File: config.mk
export PLATFORM = sky130hd
export DESIGN_NAME = dff_write_arbiter_flat
export DESIGN_NICKNAME = d
export VERILOG_FILES = /design/src/rtl/dff_ctrl_pkg.sv /design/src/rtl/dff_write_arbiter_if.sv /design/src/rtl/rr_pick.sv /design/src/rtl/dff_write_arbiter.sv /design/src/flat_wrapper.sv
export SDC_FILE = /design/constraint.sdc
export NUM_CORES = 1
export LEC_CHECK = 0
export CAP_MARGIN = 20
export CORE_ASPECT_RATIO = 0.5
export CORE_MARGIN = 2
export CORE_UTILIZATION = 41
export CTS_CLUSTER_DIAMETER = 40
export DETAILED_ROUTE_END_ITERATION = 10
export PLACE_DENSITY = 0.8
export SKIP_CTS_REPAIR_TIMING = 1
export SKIP_LAST_GASP = 1
export SYNTH_ARGS = -nofsm -noshare
export SYNTH_HDL_FRONTEND = slang
export SYNTH_SLANG_ARGS = --single-unit
export TNS_END_PERCENT = 100
File: constraint.sdc
create_clock -name clk -period 2.37 [get_ports clk]
set_clock_uncertainty 0.1 [all_clocks]
set_input_delay 0.474 -clock clk [delete_from_list [all_inputs] [get_ports clk]]
set_output_delay 0.474 -clock clk [all_outputs]
set_load 0.005 [all_outputs]
File: src/rtl/dff_ctrl_pkg.sv
`default_nettype none
// ============================================================================
//  Module      : dff_ctrl_pkg
//  Description : Shared types and default parameter values for the shared
//                D-flip-flop write arbiter and its helpers.
//  Revision    : 1.0 - initial release
// ============================================================================
package dff_ctrl_pkg;

    localparam int unsigned C_N_REQ_DEFAULT    = 4;
    localparam int unsigned C_WIDTH_DEFAULT    = 8;
    localparam int unsigned C_MAX_HOLD_DEFAULT = 4;

    // Arbiter FSM: waiting for a request, or serving one owner's tenure
    typedef enum logic [0:0] {
        IDLE  = 1'b0,
        GRANT = 1'b1
    } arb_state_t;

endpackage
`default_nettype wire

File: src/rtl/dff_write_arbiter_if.sv
`default_nettype none
// ============================================================================
//  Module      : dff_write_arbiter_if
//  Description : Request/data/grant bundle between the producers and the
//                shared-register write arbiter.
//  Revision    : 1.0 - initial release
// ============================================================================
interface dff_write_arbiter_if
    import dff_ctrl_pkg::*;
#(
    parameter int N_REQ = C_N_REQ_DEFAULT,
    parameter int WIDTH = C_WIDTH_DEFAULT
);
    logic [N_REQ-1:0]       req;
    logic [N_REQ*WIDTH-1:0] wdata;
    logic [N_REQ-1:0]       gnt;
    logic [WIDTH-1:0]       q;
    logic                   q_valid;
    logic                   busy;

    // Producer side: drives requests and data, observes grant and register
    modport master (
        output req, wdata,
        input  gnt, q, q_valid, busy
    );

    // Arbiter side
    modport slave (
        input  req, wdata,
        output gnt, q, q_valid, busy
    );
endinterface
`default_nettype wire

File: src/rtl/rr_pick.sv
`default_nettype none
// ============================================================================
//  Module      : rr_pick
//  Description : Combinational round-robin picker. Scans req circularly
//                starting at ptr and returns the first set bit as a one-hot
//                vector and as an index.
//  Revision    : 1.0 - initial release
// ============================================================================
module rr_pick
    import dff_ctrl_pkg::*;
#(
    parameter int N_REQ = C_N_REQ_DEFAULT,
    parameter int PTR_W = $clog2(N_REQ)
) (
    input  wire logic [N_REQ-1:0] req,
    input  wire logic [PTR_W-1:0] ptr,
    output logic      [N_REQ-1:0] onehot,
    output logic      [PTR_W-1:0] idx,
    output logic                  any
);

    int               w_sum;
    logic [PTR_W-1:0] w_j;

    // First requester at or after ptr, wrapping modulo N_REQ
    always_comb begin
        onehot = '0;
        idx    = '0;
        any    = 1'b0;
        w_sum  = 0;
        w_j    = '0;
        for (int off = 0; off < N_REQ; off++) begin
            w_sum = int'(ptr) + off;
            if (w_sum >= N_REQ) begin
                w_sum = w_sum - N_REQ;
            end
            w_j = PTR_W'(w_sum);
            if (!any && req[w_j]) begin
                any         = 1'b1;
                onehot[w_j] = 1'b1;
                idx         = w_j;
            end
        end
    end

endmodule
`default_nettype wire

File: src/rtl/dff_write_arbiter.sv
`default_nettype none
// ============================================================================
//  Module      : dff_write_arbiter
//  Description : Round-robin arbiter granting one requester a bounded write
//                tenure over a shared WIDTH-bit register. Each granted cycle
//                with the owner still requesting loads its data into q and
//                pulses q_valid. Every tenure is followed by an idle cycle.
//  Revision    : 1.0 - initial release
// ============================================================================
module dff_write_arbiter
    import dff_ctrl_pkg::*;
#(
    parameter int N_REQ    = C_N_REQ_DEFAULT,
    parameter int WIDTH    = C_WIDTH_DEFAULT,
    parameter int MAX_HOLD = C_MAX_HOLD_DEFAULT
) (
    input wire logic           clk,
    input wire logic           reset,
    dff_write_arbiter_if.slave bus
);

    localparam int PTR_W = $clog2(N_REQ);
    localparam int CNT_W = $clog2(MAX_HOLD + 1);

    arb_state_t       r_state;
    logic [PTR_W-1:0] r_ptr;
    logic [PTR_W-1:0] r_owner;
    logic [CNT_W-1:0] r_cnt;
    logic [N_REQ-1:0] r_gnt;
    logic [WIDTH-1:0] r_q;
    logic             r_q_valid;
    logic             r_busy;

    logic [N_REQ-1:0] w_pick_onehot;
    logic [PTR_W-1:0] w_pick_idx;
    logic             w_pick_any;
    logic [WIDTH-1:0] w_wdata_arr [N_REQ];
    logic             w_owner_req;
    logic [WIDTH-1:0] w_owner_data;
    logic [CNT_W-1:0] w_cnt_next;
    logic             w_last;
    logic [PTR_W-1:0] w_ptr_next;

    genvar gi;
    generate
        for (gi = 0; gi < N_REQ; gi++) begin : g_slice
            assign w_wdata_arr[gi] = bus.wdata[gi*WIDTH +: WIDTH];
        end
    endgenerate

    rr_pick #(
        .N_REQ (N_REQ),
        .PTR_W (PTR_W)
    ) u_pick (
        .req    (bus.req),
        .ptr    (r_ptr),
        .onehot (w_pick_onehot),
        .idx    (w_pick_idx),
        .any    (w_pick_any)
    );

    // Only the current owner's request and data are ever looked at in GRANT
    assign w_owner_req  = bus.req[r_owner];
    assign w_owner_data = w_wdata_arr[r_owner];
    assign w_cnt_next   = r_cnt + CNT_W'(1);
    assign w_last       = (w_cnt_next == CNT_W'(MAX_HOLD));
    assign w_ptr_next   = (r_owner == PTR_W'(N_REQ - 1)) ? '0 : r_owner + PTR_W'(1);

    // Arbitration FSM with registered grant, register and strobe
    always_ff @(posedge clk) begin
        if (!reset) begin
            r_state   <= IDLE;
            r_ptr     <= '0;
            r_owner   <= '0;
            r_cnt     <= '0;
            r_gnt     <= '0;
            r_q       <= '0;
            r_q_valid <= 1'b0;
            r_busy    <= 1'b0;
        end else begin
            r_q_valid <= 1'b0;
            case (r_state)
                IDLE: begin
                    if (w_pick_any) begin
                        r_gnt   <= w_pick_onehot;
                        r_owner <= w_pick_idx;
                        r_busy  <= 1'b1;
                        r_cnt   <= '0;
                        r_state <= GRANT;
                    end
                end
                GRANT: begin
                    if (w_owner_req) begin
                        r_q       <= w_owner_data;
                        r_q_valid <= 1'b1;
                        r_cnt     <= w_cnt_next;
                    end
                    // Tenure ends on a dropped request or on the final allowed write
                    if (!w_owner_req || w_last) begin
                        r_gnt   <= '0;
                        r_busy  <= 1'b0;
                        r_ptr   <= w_ptr_next;
                        r_state <= IDLE;
                    end
                end
                default: r_state <= IDLE;
            endcase
        end
    end

    assign bus.gnt     = r_gnt;
    assign bus.q       = r_q;
    assign bus.q_valid = r_q_valid;
    assign bus.busy    = r_busy;

endmodule
`default_nettype wire

File: src/flat_wrapper.sv
// flat-port wrapper written by rule: the top's interface ports become plain ports
module dff_write_arbiter_flat import dff_ctrl_pkg::*;
#(
    parameter int N_REQ    = C_N_REQ_DEFAULT,
    parameter int WIDTH    = C_WIDTH_DEFAULT,
    parameter int MAX_HOLD = C_MAX_HOLD_DEFAULT
)
  (clk, reset, bus_req, bus_wdata, bus_gnt, bus_q, bus_q_valid, bus_busy);
  dff_write_arbiter_if #(.N_REQ(N_REQ), .WIDTH(WIDTH)) bus_i ();
  input wire logic clk;
  input wire logic reset;
  input wire logic [$bits(bus_i.req)-1:0] bus_req;
  input wire logic [$bits(bus_i.wdata)-1:0] bus_wdata;
  output wire logic [$bits(bus_i.gnt)-1:0] bus_gnt;
  output wire logic [$bits(bus_i.q)-1:0] bus_q;
  output wire logic [$bits(bus_i.q_valid)-1:0] bus_q_valid;
  output wire logic [$bits(bus_i.busy)-1:0] bus_busy;
  assign bus_i.req = bus_req;
  assign bus_i.wdata = bus_wdata;
  assign bus_gnt = bus_i.gnt;
  assign bus_q = bus_i.q;
  assign bus_q_valid = bus_i.q_valid;
  assign bus_busy = bus_i.busy;
  dff_write_arbiter #(.N_REQ(N_REQ), .WIDTH(WIDTH), .MAX_HOLD(MAX_HOLD)) u_core (.clk(clk), .reset(reset), .bus(bus_i));
endmodule
Word-level counts from Yosys, hierarchy flattened --
Cells that the tools add are included.
Word-level totals: output and inout bits 14, register bits 22, word-level logic and storage cells 110, input bits 38
Operators by class: reduce and logical (&&, ||, !) cells 18, eq/ne operators 5, muxes and demuxes 51, bitwise gates (word level) 5, magnitude comparators 14, $add $sub $neg 9
Operators with widths (count):
- $mux W4 | 6
- $mux W1 | 18
- $mux W2 | 9
- $bmux W8 S2 | 1
- $mux W8 | 2
- $lt A2 B3 Y1 const B | 5
- $ge A3 B3 Y1 const B | 4
- $or A4 B4 Y4 | 3
- $reduce_and A2 Y1 | 6
- $bmux W1 S2 | 5
- $demux W1 S2 | 4
- $ge A2 B1 Y1 const B | 4
- $pmux W4 S2 | 1
- $sub A2 B1 Y2 const B | 4
- $logic_and A1 B1 Y1 | 7
- $add A2 B2 Y3 const B | 2
- $mux W3 | 2
- $ne A2 B2 Y1 const B | 3
- $pmux W3 S2 | 1
- $logic_not A1 Y1 | 4
- $pmux W1 S2 | 2
- $add A2 B1 Y3 const B | 1
- $add A3 B1 Y3 const B | 1
- $eq A3 B3 Y1 const B | 1
- other kinds (6) | 6

Logic depth before layout (Yosys ltp) --
Gate-level depths: netlist of run 1.
depth after elaboration 16, depth in mapped cells 8, gate-level depth less buffers 6

By module --
A second synthesis of run 1 with hierarchy kept.
Unflattened totals: cell total of the unflattened synthesis 146, area, all modules 1567.8 µm²
By module, submodules not included:
- dff_write_arbiter | sequential area each 440.4 µm², cells each 101, instances 1, area an instance 1146.1 µm²
- rr_pick | sequential area each 0.0 µm², cells each 45, instances 1, area an instance 421.7 µm²

Least setup slack after synthesis of run 1 --
Ideal clock, no wire load.
path kind register to register, start point register u_core.r_ptr[0], end point register u_core.r_gnt[1] (netlist: u_core.bus.gnt[1]), clock period less this slack 2.422 ns, required time 2.175 ns, arrival time 2.227 ns, cell stages (with the launch flop) 9, setup time 0.095 ns, path slack -0.052 ns, buffers on the path 2, path through dfxtp_1 buf_4 inv_1 ha_1 mux4_2 clkbuf_1 nand3b_1 a21o_1 a221oi_1
Between the ends: word-level cells in the longest chain between the ends 16, elaborated cells between the ends (all ways) 64, those cells by class add/sub (7); order compare (12); eq/ne (1); mux (30); bitwise (3); reduce/logical (11)
Ends and longest elaborated chain:
- start: declaration | RTL line dff_write_arbiter.sv:26 | logic [PTR_W-1:0] r_ptr;
- start signal: assignment | RTL line dff_write_arbiter.sv:102 | r_ptr <= w_ptr_next;
- branches (longest 16 deep; another with $add A2 B1 Y3)
- end signal: assignment | RTL line dff_write_arbiter.sv:85 | r_gnt <= w_pick_onehot;
- end: declaration | RTL line dff_write_arbiter.sv:29 | logic [N_REQ-1:0] r_gnt;
Parallel ways; which one is timed is not known. The select of a mux whose other input is x is not followed. A chain may end at the register's enable or synchronous reset.

Worst setup path in the final report of run 1 --
start point register u_core.r_ptr[0], end point register u_core.r_owner[1]
Between the ends: word-level cells in the longest chain between the ends 15, elaborated cells between the ends (all ways) 38, those cells by class add/sub (7); order compare (4); mux (20); reduce/logical (7)
Ends and longest elaborated chain:
- branches (longest 15 deep; another with $add A2 B1 Y3)
- end signal: assignment | RTL line dff_write_arbiter.sv:86 | r_owner <= w_pick_idx;
- end: declaration | RTL line dff_write_arbiter.sv:27 | logic [PTR_W-1:0] r_owner;
Parallel ways; which one is timed is not known. The select of a mux whose other input is x is not followed.

==> results of run 1 <==
kinds of logic (layout without fill, tap and decap cells):
group                      Yosys count  after routing  share of synthesized area
AOI/OAI and AO/OA                   50             50                     0.2227
xor gates and xnor gates             1              1                   0.005711
adders and majority gates           10             10                    0.08157
buffers and inverters               17             82                    0.04569
DFF                                 22             22                     0.2871
muxes                               15             15                     0.2047
and+or+nand+nor                     46             46                     0.1525
area by class of cell:
| class | count | area [um^2] | share of cell area |
|---|---|---|---|
| clock inverter | 1 | 30.03 | 0.01297 |
| multi-input combinational | 122 | 1042 | 0.4500 |
| timing repair buffer | 71 | 670.6 | 0.2896 |
| inverter | 7 | 26.28 | 0.01135 |
| clock buffer | 3 | 41.29 | 0.01783 |
| sequential | 22 | 441.7 | 0.1907 |
| tap | 51 | 63.81 | 0.02755 |
stage by stage:
stage,cell area [um^2],TNS [ns],power (uW)
after floorplan,1535,0,819.1
after global placement,2193,-1.423,1070
after detailed placement,2193,-2.261,1089
after CTS,2265,0,1445
after global routing,2316,0,1555
final,2316,0,1477
worst reg2reg max path: stages (launching register included):
cell	delay [ns]
dfxtp_2	0.33
buf_4	0.21
mux4_2	0.64
o41ai_4	0.44
buf_4	0.19
nand3_1	0.07
o311ai_0	0.11
per-layer routing:
metal,vias up,wire length (um)
met2,64,2121
met4,0,68
met1,712,1727
met5,-,0
met3,11,231
li1,739,-
registers in the layout, summed over array words and instances, names as in the netlist:
name                flops
u_core.r_cnt            3
u_core.bus.q            8
u_core.r_state          1
u_core.bus.q_valid      1
u_core.r_owner          2
u_core.r_ptr            2
u_core.bus.gnt          4
u_core.bus.busy         1
cells in the mapped netlist:
library cell	count
mux2_2	1
a22oi_1	1
nand2b_1	4
o21ai_0	9
a31oi_1	1
a21oi_1	19
o41ai_4	1
or4_1	1
or2b_1	2
nor3_2	1
mux2i_1	1
nand3b_1	5
a21o_1	4
nand3_1	4
clkinv_1	2
mux4_2	13
o21bai_1	1
xor2_1	1
buf_4	1
ha_1	10
o221ai_1	1
nor2_1	3
o41a_1	1
or3_1	1
a21boi_1	1
dfxtp_1	22
buf_2	2
and2_1	1
nand2_1	22
inv_1	5
a221oi_1	9
o311ai_0	1
clkbuf_1	7
nor2b_1	2
o211ai_1	1
final timing paths:
check / to / start / slack (ns) / cells after the start
max: u_core.r_owner[1] / u_core.r_ptr[0] / 0.16 / 6
max reg2reg: u_core.r_owner[1] / u_core.r_ptr[0] / 0.16 / 6
min reg2reg: u_core.bus.busy / u_core.bus.busy / 0.35 / 2
min: u_core.bus.busy / u_core.bus.busy / 0.35 / 2
power by group through the flow:
stage / clock, uW / sequential [uW] / combinational, uW
finish: 358 / 449 / 670
global route: 380 / 455 / 721
CTS: 362 / 449 / 634
detailed placement: 0 / 457 / 632
global placement: 0 / 454 / 616
floorplan: 0 / 456 / 363
==> impl_results.md, run 1 <==
- Met3 Usage GRT: 0.04173
- Num CTS Buffers: 3
- Outcome: completed
- Leak pwr: 0.0008791 uW
- Port bufs: roughly 50
- Post-Synthesis Cells: 161
- Post-route ant nets: 0
- Unique masters post-synth: 35
- NumNets Final: around 280
- Mapped cell area: 0.001534 mm^2
- Most common cell after layout, fill and taps aside: clkdlybuf4s50_1
- Clk pin slew, worst setup/hold paths: ~0.080 ns
- Die Ht: 47.25 um
- Fillers: 302
- Clock Power Share: 0.243
- Int Power: 1015 uW
- Slew Viols, Final: 0
- Mapped Nets: 209
- CTS Sinks: 22
- Met2 GRT Util: 0.4045
- Largest net degree at the start of global routing: 19
- Seq/Total Area, Yosys: 0.2871
- Htree depth: 1
- Gr usage total: 0.1929
- DRT iter0 DRCs: 106
- Unrepaired setup endpoints after global routing: no
- Die Width: 90.51 um
- Final hold slack: 0.3527 ns
- Worst rel slew slack: 0.7327
- Total core area: 0.003510 mm^2
- Initial antenna violation count: 0
- Hold WC Path Type: reg2reg
- Area Overhead vs Synth: 50.98%
- Sequential share of power: 0.304
- Slew at the pin closest to its max-slew limit: 0.4003 ns
- Fraction of layout cells with a size suffix above 1: 0.1858
- Switching Share: 0.3131
- Fmax: approximately 450 MHz
- GPL Wtd Cong: 0.8874
- Initial Util: 0.4371
- Root buffer cell: clkbuf_8
- Vias: 1526
- Psw: 462.4 uW
- Worst Setup Start Kind: flop
- Final Util: 0.6599
- CP top delay family: multiplexers
- CTS max path bufs: 2
- Crit-path max FO: 14
- CP Class: reg2reg
- Max-cap viol count: 0
- Die area: 0.004276 mm^2
- Std cell rows: 15
- Worst path cell trace: buf_4 > mux4_2 > o41ai_4 > buf_4 > nand3_1 > o311ai_0
- PnR worst setup slack: 0.1594 ns
- FF+latch count, synth: 22
- Buffers & Inverters on Critical Path: 2
- Post-route clock period utilization: 0.9327
- Vias per cell: ~5.5
- Cells after DPL: 270
- Final Non-Filler Cells: 277
- Top cell by count, worst path: buf_4
- Highest cell delay on the worst timing path: 0.64 ns
- Largest area contributor in the netlist: dfxtp_1
- Vias in the first global route: 1431
- CTS tree: built
- Post-Route WL: 4.149 mm
- Most frequent cells in the layout: 47 x clkdlybuf4s50_1, 22 x nand2_1, 21 x dfxtp_1
- Yosys top cell area share: 0.2871
- Gr ovfl total: 0
- Critical path required time: between 2 and 2.5 ns
- Critical path arrival: 2.26 ns
- Ant diodes: 0
- Clock Latency Late Sink: 0.27 ns
- Yosys warning count: 0
- Most used routing layer: met2
- Power Dens Cells: 637.7 mW/mm^2
- DR pass1 iterations: 4
- First-pass GRT wire length: 6.375 mm
- Minimum clock period: 2.211 ns
- Top Ports: between 50 and 60
- Crit-path slowest cell: mux4_2
- Routed WL per cell: between 10 and 15 um
- Synth top area cells: dfxtp_1 29%, mux4_2 19%, ha_1 8.2%
- Remaining DRCs: 0
- Worst VDD drop: 259.4 uV
- Final hold vios: 0
- DP Wirelength: between 3 and 4 mm
- Combinational share of power: 0.454
- Pre-CTS WS: -0.2610 ns
- Syn_area_per_cell: 9.528 um^2
- Grt met1 use: 0.2082
- Crit end category: flop
- Setup Viol. Count Final: 0
(Power assumes the default switching activity.)
==> inputs of run 2 (changes only) <==
--- a/config.mk
+++ b/config.mk
@@ -12,8 +12,10 @@
 export CTS_CLUSTER_DIAMETER = 40
 export DETAILED_ROUTE_END_ITERATION = 10
 export PLACE_DENSITY = 0.8
+export RECOVER_POWER = 100
 export SKIP_CTS_REPAIR_TIMING = 1
 export SKIP_LAST_GASP = 1
+export SLEW_MARGIN = 20
 export SYNTH_ARGS = -nofsm -noshare
 export SYNTH_HDL_FRONTEND = slang
 export SYNTH_SLANG_ARGS = --single-unit
==> constraint.sdc (replaced) <==
create_clock -name clk -period 2.37 [get_ports clk]
set_clock_uncertainty 0.1 [all_clocks]
set_input_delay 0.474 -clock clk [delete_from_list [all_inputs] [get_ports clk]]
set_output_delay 0.474 -clock clk [all_outputs]
set_load 0.01 [all_outputs]
==> run 2 against run 1 <==
Via count is essentially flat. Combinational power down 0.9%. Setup slack worse by 0.019 ns. Clock-buffer cell count stayed put. Sequential cell count did not move. Critical path type unchanged. Largest power group unchanged.
==> impl_results.md, run 2 (synthesized netlist as in run 1, its figures left out) <==
- Initial antenna violation count: 0 (unchanged)
- Reg area: 441.7 um^2 (unchanged)
- Largest net degree at the start of global routing: 19 (unchanged)
- Post-route ant nets: 0 (unchanged)
- Gr usage total: 0.1929 (unchanged)
- Die area: 0.004276 mm^2 (unchanged)
- WL met1: 1.740 mm (+0.75%)
- Cells after DPL: 270 (unchanged)
- Fmax: 448.6 MHz (-0.84%)
- Area Overhead vs Synth: 49.35%
- Std cell rows: 15 (unchanged)
- Initial Util: 0.4371 (unchanged)
- Power Dens Cells: 641.5 mW/mm^2 (+0.60%)
- Slew at the pin closest to its max-slew limit: 0.4941 ns (+0.09382 ns)
- Ant diodes: 0 (unchanged)
- Post-route clock period utilization: 0.9407 (+0.007931)
- CTS tree: built
- Worst Setup Start Kind: flop
- Top Ports: 52 (unchanged)
- Leak pwr: 0.0008866 uW (+0.86%)
- Die Width: 90.51 um (unchanged)
- Critical path arrival: 2.33 ns (+0.07 ns)
- DR pass1 iterations: 4 (unchanged)
- Vias per cell: 5.513 (about the same)
- Max reg flops: 8 (unchanged)
- Final Non-Filler Cells: 277 (unchanged)
- DRT iter0 DRCs: 128 (+21%)
- Total core area: 0.003510 mm^2 (unchanged)
- Worst rel slew slack: 0.6704 (-0.06237)
- GPL Wtd Cong: 0.8874 (unchanged)
- Fraction of layout cells with a size suffix above 1: 0.1770 (-0.008850)
- Highest cell delay on the worst timing path: 0.64 ns (about the same)
- Critical path required time: 2.47 ns (+0.05 ns)
- Final Util: 0.6528 (-0.007130)
- CTS max path bufs: 2 (unchanged)
- Crit-path max FO: 14 (unchanged)
- Multi-input gate area in the final layout: 0.001042 mm^2 (unchanged)
- Minimum clock period: 2.229 ns (+0.01880 ns)
- NumNets Final: 275 (unchanged)
- Gr ovfl total: 0 (unchanged)
- Fillers: 309 (+2.3%)
- CTS Sinks: 22 (unchanged)
- Worst VDD drop: 264.6 uV (+2.0%)
- Clk pin slew, worst setup/hold paths: 0.08 ns (about the same)
- Most frequent cells in the layout: 33 x clkdlybuf4s50_1, 22 x nand2_1, 21 x dfxtp_1
- Die Ht: 47.25 um (unchanged)
- Htree depth: 1 (unchanged)
- Routed WL per cell: 14.97 um (about the same)
- Met2 wire len: 2.125 mm (+0.19%)
- Top Layer Used: met4
- Vias in the first global route: 1431 (unchanged)
- Num CTS Buffers: 3 (unchanged)
- Max-cap viol count: 0 (unchanged)
- Outcome: completed
- Final hold vios: 0 (unchanged)
- Port bufs: 51 (unchanged)
- First-pass GRT wire length: 6.375 mm (unchanged)
- Post-Route WL: 4.146 mm (about the same)
- DP Wirelength: 3.073 mm (unchanged)
- Most common cell after layout, fill and taps aside: clkdlybuf4s50_1
- CP Class: reg2reg
- Vias: 1527 (+0.066%)
- Setup Viol. Count Final: 0 (unchanged)
- Crit-path slowest cell: mux4_2
- Remaining DRCs: 0 (unchanged)
- Root buffer cell: clkbuf_8
- Slew Viols, Final: 0 (unchanged)
- Worst path cell trace: buf_4 > mux4_2 > o41ai_4 > clkbuf_4 > o211ai_1 > a21oi_1
- Unrepaired setup endpoints after global routing: no
- Clock Latency Late Sink: 0.27 ns (about the same)
- WL met3: 213 um (-7.8%)
- Hold WC Path Type: reg2reg
- Crit end category: flop
## run 2: cell types whose count changed in the layout (fill, tap and decap cells not counted), sizes merged
| cell | delta |
|---|---|
| buf | -4 |
| clkbuf | +6 |
| clkdlybuf4s50 | -14 |
| dlygate4sd3 | +14 |
| dlymetal6s2s | -2 |
## run 2: cell type report
class                           count  share of cell area
Inverter                            7             0.01147
Tap cell                           51             0.02785
Timing Repair Buffer               71              0.2818
Multi-Input combinational cell    122              0.4549
Clock buffer                        3             0.01802
Clock inverter                      1             0.01311
Sequential cell                    22              0.1928
## run 2: power breakdown
part / switching (uW) / internal (uW)
Combinational: 312 / 352
Clock: 132 / 226
Sequential: 29.2 / 418
Total: 473 / 996
## run 2: final timing paths
check / startpoint / to / slack, ns / depth (start not counted)
max reg2reg: u_core.r_ptr[0] / u_core.r_cnt[2] / 0.14 / 6
min: u_core.bus.busy / u_core.bus.busy / 0.35 / 2
min reg2reg: u_core.bus.busy / u_core.bus.busy / 0.35 / 2
max: u_core.r_ptr[0] / u_core.r_cnt[2] / 0.14 / 6
## run 2: routing by layer
| metal | vias to the layer above | global-route usage |
|---|---|---|
| met5 | - | 0 |
| met4 | 0 | 0.05538 |
| met3 | 11 | 0.04173 |
| met1 | 716 | 0.2082 |
| met2 | 61 | 0.4045 |
| li1 | 739 | - |
## run 2: metrics by stage
step | worst slack [ns] | area, um^2 | hold slack [ns] | power, uW | setup TNS [ns]
3_3_place_gp | -0.1914 | 2193 | 0.3379 | 1083 | -1.423
5_1_grt | 0.04682 | 2291 | 0.3790 | 1547 | 0
2_1_floorplan | 0.02939 | 1535 | 0.3638 | 831.4 | 0
6_report | 0.1406 | 2291 | 0.3507 | 1470 | 0
3_5_place_dp | -0.2610 | 2193 | 0.3459 | 1102 | -2.261
4_1_cts | 0.008371 | 2265 | 0.3589 | 1457 | 0
## run 2: worst max-delay path: cells and delay by family (launching register included)
kind / cells / cell delay [ns]
flops: 1 / 0.33
mux: 1 / 0.64
buf+inv: 2 / 0.43
compound gates: 3 / 0.66
==> inputs of run 3 (changes only) <==
--- a/config.mk
+++ b/config.mk
@@ -13,7 +13,6 @@
 export DETAILED_ROUTE_END_ITERATION = 10
 export PLACE_DENSITY = 0.8
 export RECOVER_POWER = 100
-export SKIP_CTS_REPAIR_TIMING = 1
 export SKIP_LAST_GASP = 1
 export SLEW_MARGIN = 20
 export SYNTH_ARGS = -nofsm -noshare
==> results of run 3 <==
Same layout as run 2: the final DEF is identical, and so are final timing and power.
